File: src/rtl/rom_copy_sequencer_pkg.sv
// ---------------------------------------------------------------------------
// rom_copy_sequencer_pkg
//   Shared definitions for the ROM copy sequencer: copier state encoding and
//   the address/data widths of the ROM and destination ports.
// ---------------------------------------------------------------------------
package rom_copy_sequencer_pkg;

   localparam int ROM_AW = 14;   // ROM address width
   localparam int DATA_W = 8;    // ROM / destination data width
   localparam int DST_AW = 24;   // destination byte address width

   typedef enum logic [2:0] {
      ST_IDLE,
      ST_FETCH,
      ST_CAPT,
      ST_PUSH,
      ST_DONE
   } state_t;

endpackage

File: src/rtl/rom_copy_sequencer.sv
// ---------------------------------------------------------------------------
// rom_copy_sequencer
//   Copies COPY_LEN bytes from an external synchronous ROM (1-cycle read
//   latency) to a destination write port at DST_BASE + index. The ROM port is
//   shared with a CPU read channel that always has priority.
//
// Ports
//   clk, rst_n           clock, asynchronous active-low reset
//   start                one-cycle copy request (accepted in IDLE / DONE)
//   busy, done           copy in progress / last copy complete
//   rom_a, rom_dout      ROM address out, ROM data in (valid next cycle)
//   cpu_req, cpu_a       CPU read request (level) and address
//   cpu_ack, cpu_dout    one-cycle acknowledge with read data
//   wr_valid, wr_addr,   destination write request, address, data
//   wr_data, wr_ready    destination accept
// ---------------------------------------------------------------------------
module rom_copy_sequencer
   import rom_copy_sequencer_pkg::*;
#(
   parameter int          COPY_LEN = 9216,
   parameter logic [23:0] DST_BASE = 24'h000000
) (
   input  logic              clk,
   input  logic              rst_n,
   input  logic              start,
   output logic              busy,
   output logic              done,
   output logic [ROM_AW-1:0] rom_a,
   input  logic [DATA_W-1:0] rom_dout,
   input  logic              cpu_req,
   input  logic [ROM_AW-1:0] cpu_a,
   output logic              cpu_ack,
   output logic [DATA_W-1:0] cpu_dout,
   output logic              wr_valid,
   output logic [DST_AW-1:0] wr_addr,
   output logic [DATA_W-1:0] wr_data,
   input  logic              wr_ready
);

   localparam logic [ROM_AW-1:0] LAST_IDX = ROM_AW'(COPY_LEN - 1);

   state_t              state, state_nxt;
   logic [ROM_AW-1:0]   ptr, ptr_nxt;
   logic [DATA_W-1:0]   data_q, data_nxt;
   logic                ack_q;
   logic                cpu_grant;

   // The cycle after a grant is the ack cycle: the ROM is returning CPU data
   // then, so the CPU is not granted again and the copier may use the port.
   assign cpu_grant = cpu_req & ~ack_q;

   // NOTE: sequential state uses non-blocking assignments so every register
   // samples the pre-edge values, independent of statement order.
   always_ff @(posedge clk or negedge rst_n) begin
      if (!rst_n) begin
         state  <= ST_IDLE;
         ptr    <= '0;
         data_q <= '0;
         ack_q  <= 1'b0;
      end else begin
         state  <= state_nxt;
         ptr    <= ptr_nxt;
         data_q <= data_nxt;
         ack_q  <= cpu_grant;
      end
   end

   // NOTE: every signal assigned here gets a default first, so no path can
   // leave it unassigned and infer a latch.
   always_comb begin
      state_nxt = state;
      ptr_nxt   = ptr;
      data_nxt  = data_q;
      case (state)
         ST_IDLE, ST_DONE: begin
            if (start) begin
               ptr_nxt   = '0;
               state_nxt = ST_FETCH;
            end
         end
         ST_FETCH: begin
            // A CPU grant owns rom_a this cycle; retry next cycle.
            if (!cpu_grant) state_nxt = ST_CAPT;
         end
         ST_CAPT: begin
            // rom_dout answers the FETCH address; a grant now only affects
            // next cycle's rom_dout, so the capture is safe.
            data_nxt  = rom_dout;
            state_nxt = ST_PUSH;
         end
         ST_PUSH: begin
            if (wr_ready) begin
               if (ptr == LAST_IDX) begin
                  state_nxt = ST_DONE;
               end else begin
                  ptr_nxt   = ptr + ROM_AW'(1);
                  state_nxt = ST_FETCH;
               end
            end
         end
         default: state_nxt = ST_IDLE;
      endcase
   end

   assign rom_a    = cpu_grant ? cpu_a : ptr;
   assign cpu_ack  = ack_q;
   assign cpu_dout = ack_q ? rom_dout : '0;

   assign wr_valid = (state == ST_PUSH);
   assign wr_addr  = DST_BASE + DST_AW'(ptr);
   assign wr_data  = data_q;

   assign busy = (state == ST_FETCH) || (state == ST_CAPT) || (state == ST_PUSH);
   assign done = (state == ST_DONE);

endmodule

File: config.mk
export PLATFORM = sky130hd
export DESIGN_NAME = rom_copy_sequencer
export DESIGN_NICKNAME = d
export VERILOG_FILES = /design/src/rtl/rom_copy_sequencer_pkg.sv /design/src/rtl/rom_copy_sequencer.sv
export SDC_FILE = /design/constraint.sdc
export NUM_CORES = 1
export LEC_CHECK = 0
export BUFFER_PORTS_ARGS = -buffer_cell sky130_fd_sc_hd__buf_2
export CAP_MARGIN = 20
export CORE_MARGIN = 1.5
export CORE_UTILIZATION = 45
export CTS_CLUSTER_DIAMETER = 50
export DETAILED_ROUTE_END_ITERATION = 8
export PLACE_DENSITY_LB_ADDON = 0.15
export SLEW_MARGIN = 10
export SYNTH_ARGS = -nofsm -noshare
export SYNTH_HDL_FRONTEND = slang
export SYNTH_SLANG_ARGS = --single-unit
File: constraint.sdc
create_clock -name clk -period 2.6 [get_ports clk]
set_input_delay 0.13 -clock clk [delete_from_list [all_inputs] [get_ports clk]]
set_output_delay 0.13 -clock clk [all_outputs]
set_load 0.1 [all_outputs]
==> impl_metrics.tcl, run 1 <==
set metrics [dict create \
    outcome "finished, final reports clean" \
    synth_cells 175 \
    r2r-end "ptr[2]" \
    cts_root_buf "sky130_fd_sc_hd__clkbuf_4" \
    layout-area-overhead-vs-synth_pct 25.60 \
    ys_seq_area_frac 0.4047 \
    layout-drive-gt1-share 0.4146 \
    max_cap_viol_count 0 \
    cts.reportedPaths.clkPinSlew_ns 0.15 \
    detail_route.vias_per_cell 5.134 \
    fillers 306 \
    routed_len_inst_um 12.66 \
    die_area_mm2 0.003941 \
    ys_async_sr_fraction 1.000 \
    drt.antenna.violating_nets 0 \
    floorplan.core_area_mm2 0.003390 \
    crit_path_max_fanout 14 \
    post_synth_num_cell_types 40 \
    die_y_um 62.78 \
    place_ws_ns 0.4332 \
    hold_class "in -> reg" \
    critPathCaptureType "flip-flop" \
    worstPathArrival_ns 2.45 \
    worst_hold_startpoint "start" \
    cts-buffers-inserted 3 \
    postSynthRegisterBits 26 \
    synth.yosys.warnings 0 \
    grt_start_max_net_pins 27 \
    min_delay_worst_endpoint "state[2]" \
    hold_depth 2 \
    synth-main-ff-cell "sky130_fd_sc_hd__dfrtp_1" \
    ios 85 \
    type_of_the_setup_path_with_the_least_slack "reg -> reg" \
    achievable-frequency_mhz 453.4 \
    port-buffer-count 74 \
    via_total_after_detailed_routing 1499 \
    clock_skews_ns 0.006538 \
    count_of_pins_over_their_slew_limit 0 \
    timing.final.setup_violations 0 \
    clock_tree_from_tritoncts "built" \
    timing.final.ws_setup_ns 0.3946 \
    die_width_um 62.78 \
    postCtsResizedCells 0 \
    worst-endpoint-required_ns 2.85 \
    routed_wirelength_mm 3.697 \
    groute.usage.overall 0.1952 \
    detailedRoute.firstIterationViolations 56 \
    sink_count 26 \
    dp_hpwl_mm 2.713 \
    grt_pass1_vias 1313 \
    reg2reg_setup_slack_ns 0.39 \
    initial_antenna_violation_count 0 \
    cts.htree.levels 1 \
    drt_drc_violations_left 0 \
    crit_path_start_kind "flip-flop" \
    final.min_clock_period_ns 2.205 \
    wire_length_of_the_first_global_routing_pass_mm 6.210 \
    final.hold.worst_slack_ns 0.01854 \
    synth_area_mm2 0.001608 \
    clk_path_buf_depth 2 \
    gp_congestion 0.7922 \
    timing.rr.start "ptr[10]" \
    initial_core_util 0.4743 \
    max_slew_margin 0.5755 \
    worst-r2r-cell-count 4 \
    detail_route.first_pass.iterations 4 \
    grt_remaining_overflow 0 \
    num_antenna_cells 0 \
    rsz_0062_raised_after_global_routing "no" \
    worst_pin_slew_ns 0.6339 \
    std_cell_rows 21 \
    num-nets-final 275 \
    clk-insertion-delay-late_ns 0.32 \
    synth_enable_flop_cells 0 \
    synth_area_per_cell_um2 9.187 \
    timing_hold_violations_final 0 \
    finalCritPeriodShare 0.8482 \
]
[worst max-delay path, stage by stage, from the launching register on]
cell and delay, ns:
sky130_fd_sc_hd__dfrtp_1 0.46, sky130_fd_sc_hd__or4b_1 0.59, sky130_fd_sc_hd__or4_4 0.54, sky130_fd_sc_hd__a22o_4 0.33, sky130_fd_sc_hd__a31oi_1 0.20
[synth_stat cells (all sizes together), types with 3 or more instances]
| cell type | instances | area (um^2) |
|---|---|---|
| and2 | 9 | 56.30 |
| a31oi | 14 | 87.58 |
| nand2b | 3 | 18.77 |
| buf | 11 | 86.33 |
| mux2 | 15 | 168.9 |
| nor4 | 3 | 18.77 |
| clkbuf | 8 | 30.03 |
| a21oi | 4 | 20.02 |
| dfrtp | 26 | 650.6 |
| o21ai | 14 | 70.07 |
| nand2 | 17 | 63.81 |
| nor2 | 6 | 22.52 |
| inv | 12 | 45.04 |
| nand3 | 5 | 25.02 |
[repair_timing]
item | CTS | global route
hold endpoints to repair | 26 | 0
hold buffers | 1 | 0
buffers inserted | 0 | 0
[per-stage QoR]
stage	TNS (ns)	instances	cell area [um^2]	util
5_1_grt	0	292	2019	0.5958
2_1_floorplan	-3.012	184	1644	-
3_5_place_dp	0	287	1973	0.5821
3_3_place_gp	0	287	1973	0.5821
4_1_cts	0	292	2019	0.5958
6_report	0	292	2019	0.5958
[cells in the final DEF, fill, tap and decap left out, types with 4 or more instances in the layout]
master,count
sky130_fd_sc_hd__a31oi_1,14
sky130_fd_sc_hd__buf_2,74
sky130_fd_sc_hd__o21ai_1,10
sky130_fd_sc_hd__nand2_1,17
sky130_fd_sc_hd__nor2_1,6
sky130_fd_sc_hd__conb_1,10
sky130_fd_sc_hd__o21ai_0,4
sky130_fd_sc_hd__a21oi_1,4
sky130_fd_sc_hd__inv_1,12
sky130_fd_sc_hd__and2_1,9
sky130_fd_sc_hd__mux2_2,15
sky130_fd_sc_hd__dfrtp_1,24
sky130_fd_sc_hd__nand3_1,5
[layout make-up]
cell class | instances | area (um^2) | area share
Multi-Input combinational cell | 127 | 832.0 | 0.4120
Timing Repair Buffer | 77 | 395.4 | 0.1958
Tap cell | 46 | 57.56 | 0.02850
Inverter | 12 | 45.04 | 0.02230
Sequential cell | 26 | 653.1 | 0.3234
Clock buffer | 4 | 36.28 | 0.01797
[state kept, by name (all words and copies together), names as in the netlist]
signal	flops
state	3
ptr	14
wr_data	8
cpu_ack	1
[worst max-delay path by stage]
stage / from / cells after the start / endpoint / slack (ns)
5_1_grt: ptr[10] / 4 / ptr[11] / 0.31
4_1_cts: ptr[10] / 4 / ptr[2] / 0.39
6_report: ptr[10] / 4 / ptr[2] / 0.39
3_5_place_dp: ptr[10] / 4 / ptr[2] / 0.43
3_3_place_gp: ptr[10] / 4 / ptr[1] / 0.50
2_1_floorplan: cpu_ack / 4 / rom_a[0] / -0.38
[routing by layer]
| layer | global-route usage | part of all wire |
|---|---|---|
| met1 | 0.2706 | 0.48 |
| met2 | 0.3185 | 0.44 |
| met3 | 0.02703 | 0.068 |
| met4 | 0.05833 | 0.0092 |
| met5 | 0 | 0 |
[kinds of logic (layout without fill, tap and decap cells)]
group,count (synthesis),in the layout,synth area share
muxes,17,17,0.1175
AOI/OAI and AO/OA,45,45,0.1829
and+or+nand+nor,54,54,0.1844
buffers and inverters,31,93,0.1004
DFF,26,26,0.4047
other,1,10,0.002332
adders and majority gates,1,1,0.007781
Power of run 1 is not shown: default switching activity piles up to over one toggle a cycle in this logic, so the estimate is an artifact.
==> run 2, diff against run 1 <==
Settings changed: CORE_UTILIZATION 45 to 40.
Clock period 2.6 ns to 1.78 ns, I/O delays scaled along.
==> run 2 against run 1 <==
Against the previous run:
- the run now ends with setup timing left
- flip-flop and latch count unchanged
- non-clock buffer count up 30
- worst setup slack lost 0.70 ns
- critical path type unchanged
- core utilization increased by 12 points
- clock-buffer cell count fell by 1
- clock skew is 0.0056 ns lower
==> impl_metrics.tcl, run 2 (synthesis results as in run 1) <==
set metrics [dict create \
    clock_skews_ns 0.0009126 \
    power.density_cell_area_mw_per_mm2 1953 \
    fillers 280 \
    clk-insertion-delay-late_ns 0.28 \
    switching_share 0.5995 \
    type_of_the_setup_path_with_the_least_slack "reg -> reg" \
    timing_hold_violations_final 0 \
    crit_path_max_incr_delay_ns 0.55 \
    worst-endpoint-required_ns 1.98 \
    cts-buffers-inserted 3 \
    num-nets-final 306 \
    worstPathArrival_ns 2.28 \
    routed_wirelength_mm 5.214 \
    final.hold.worst_slack_ns 0.04773 \
    crit_path_start_kind "flip-flop" \
    achievable-frequency_mhz 479.4 \
    finalCritPeriodShare 1.172 \
    groute.usage.overall 0.2449 \
    floorplan.core_area_mm2 0.003771 \
    report.power.total_mw 5.288 \
    die_y_um 66.40 \
    switching_power_mw 3.170 \
    multi_input_area_um2 988.4 \
    power.share.combinational 0.724 \
    timing.final.ws_setup_ns -0.3059 \
    cts_root_buf "sky130_fd_sc_hd__clkbuf_8" \
    crit_path_max_fanout 7 \
    wire_length_of_the_first_global_routing_pass_mm 8.217 \
    port-buffer-count 74 \
    critPathCaptureType "flip-flop" \
    die_width_um 66.40 \
    clock_tree_from_tritoncts "built" \
    layout-area-overhead-vs-synth_pct 68.40 \
    irDropWorstVdd_mv 1.428 \
    p_seq_frac 0.181 \
    hold_class "in -> reg" \
    detail_route.vias_per_cell 5.385 \
    violations "setup timing" \
    rsz_0062_raised_after_global_routing "yes" \
    register_ranked_first_by_flip_flop_count "ptr" \
    num_antenna_cells 0 \
    max_cap_viol_count 0 \
    dp_hpwl_mm 3.588 \
    timing.final.setup_violations 15 \
    grt_use_met3 0.04770 \
    cts.reportedPaths.clkPinSlew_ns 0.09 \
    grt_start_max_net_pins 27 \
    grt_pass1_vias 1688 \
    sink_count 26 \
    ios 85 \
    gr-usage-met2 0.3925 \
    final-seq-area_um2 681.9 \
    final.min_clock_period_ns 2.086 \
    std_cell_rows 22 \
    leading_cell_type_in_the_layout_fill_and_taps_excluded "sky130_fd_sc_hd__buf_2" \
    cts.htree.levels 1 \
    p_int_mw 2.118 \
    max_slew_margin 0.5926 \
    die_area_mm2 0.004409 \
    layout-drive-gt1-share 0.5884 \
    global_route.usage.met1 0.3223 \
    worst_pin_slew_ns 0.6111 \
    detail_route.first_pass.iterations 4 \
    gp_congestion 0.8382 \
    layout_common_cells "sky130_fd_sc_hd__buf_2 (58), sky130_fd_sc_hd__buf_4 (32), sky130_fd_sc_hd__nand2_1 (17)" \
    count_of_pins_over_their_slew_limit 0 \
    cpMaxStageDelayCell "sky130_fd_sc_hd__or4b_4" \
    initial_core_util 0.4263 \
    largest_register_ff_count 14 \
    outcome "finished with violations" \
    p_leak_nw 1.277 \
    clk_path_buf_depth 2 \
    initial_antenna_violation_count 0 \
    detailedRoute.firstIterationViolations 120 \
    power_frac_clock 0.095 \
    path_cells "or4b_4 > or4_4 > a22o_4 > a31oi_2" \
    routed_len_inst_um 16.04 \
    drt.antenna.violating_nets 0 \
    busiest_layer "met2" \
    grt_remaining_overflow 0 \
    via_total_after_detailed_routing 1750 \
    drt_drc_violations_left 0 \
]
run 2: cell count changes in the layout (fill, tap and decap cells not counted), sizes merged:
cell	previous run	this run
clkbuf	4	3
a22o	1	2
bufinv	0	1
buf	76	106
run 2: layout make-up:
cell class                 instances  share of cell area
tap                               48             0.02218
clock buffer                       3             0.01525
inverter                          12             0.01664
sequential                        26              0.2518
clock inverter                     1             0.01109
timing repair buffer             107              0.3179
multi-input combinational        128              0.3651
run 2: worst paths after layout:
kind	from	endpoint	slack, ns	cells past startpoint
worst min register to register	wr_data[7]	wr_data[7]	0.51	1
worst min-delay path	rom_dout[3]	wr_data[3]	0.05	2
min in group asynchronous	rst_n	wr_data[2]	0.34	2
worst max-delay path	ptr[11]	ptr[10]	-0.31	4
max in group asynchronous	rst_n	ptr[10]	0.98	2
worst max register to register	ptr[11]	ptr[10]	-0.31	4
run 2: worst max-delay path, delay by kind of cell, from the launching register on:
kind / cells / cell delay [ns]
AOI/OAI and AO/OA: 2 / 0.50
and+or+nand+nor: 2 / 1.03
DFF: 1 / 0.48
run 2: repair_timing:
action,in CTS,in global routing
gates cloned,1,0
endpoints found under the setup margin,29,19
hold endpoints to repair,26,0
setup buffers,2,1
resized for setup,5,6
hold buffers,1,0
pin swaps,3,1
run 2: power groups by stage:
| stage | Combinational, mW | Sequential, mW | Clock, mW |
|---|---|---|---|
| floorplan | 1.57 | 2.23 | 0 |
| global placement | 3.70 | 0.945 | 0 |
| CTS | 3.80 | 0.946 | 0.509 |
| detailed placement | 3.74 | 0.956 | 0 |
| finish | 3.83 | 0.955 | 0.503 |
| global route | 3.97 | 0.980 | 0.526 |
run 2: through the flow:
stage,TNS (ns),std cells,setup slack (ns),area (um^2),util
finish,-4.034,325,-0.3059,2708,0.7180
global route,-4.601,325,-0.3566,2708,0.7180
CTS,-3.752,324,-0.2806,2671,0.7084
detailed placement,-3.611,316,-0.2789,2537,0.6729
global placement,-3.134,316,-0.2287,2537,0.6729
floorplan,-6.124,184,-0.4485,1790,-
run 2: metal layers:
layer	up-vias	share of wire
met5	-	0
met4	0	0.022
met3	13	0.070
met2	77	0.50
met1	842	0.41
li1	818	-
Note: power is estimated with default switching activity, not from simulation.
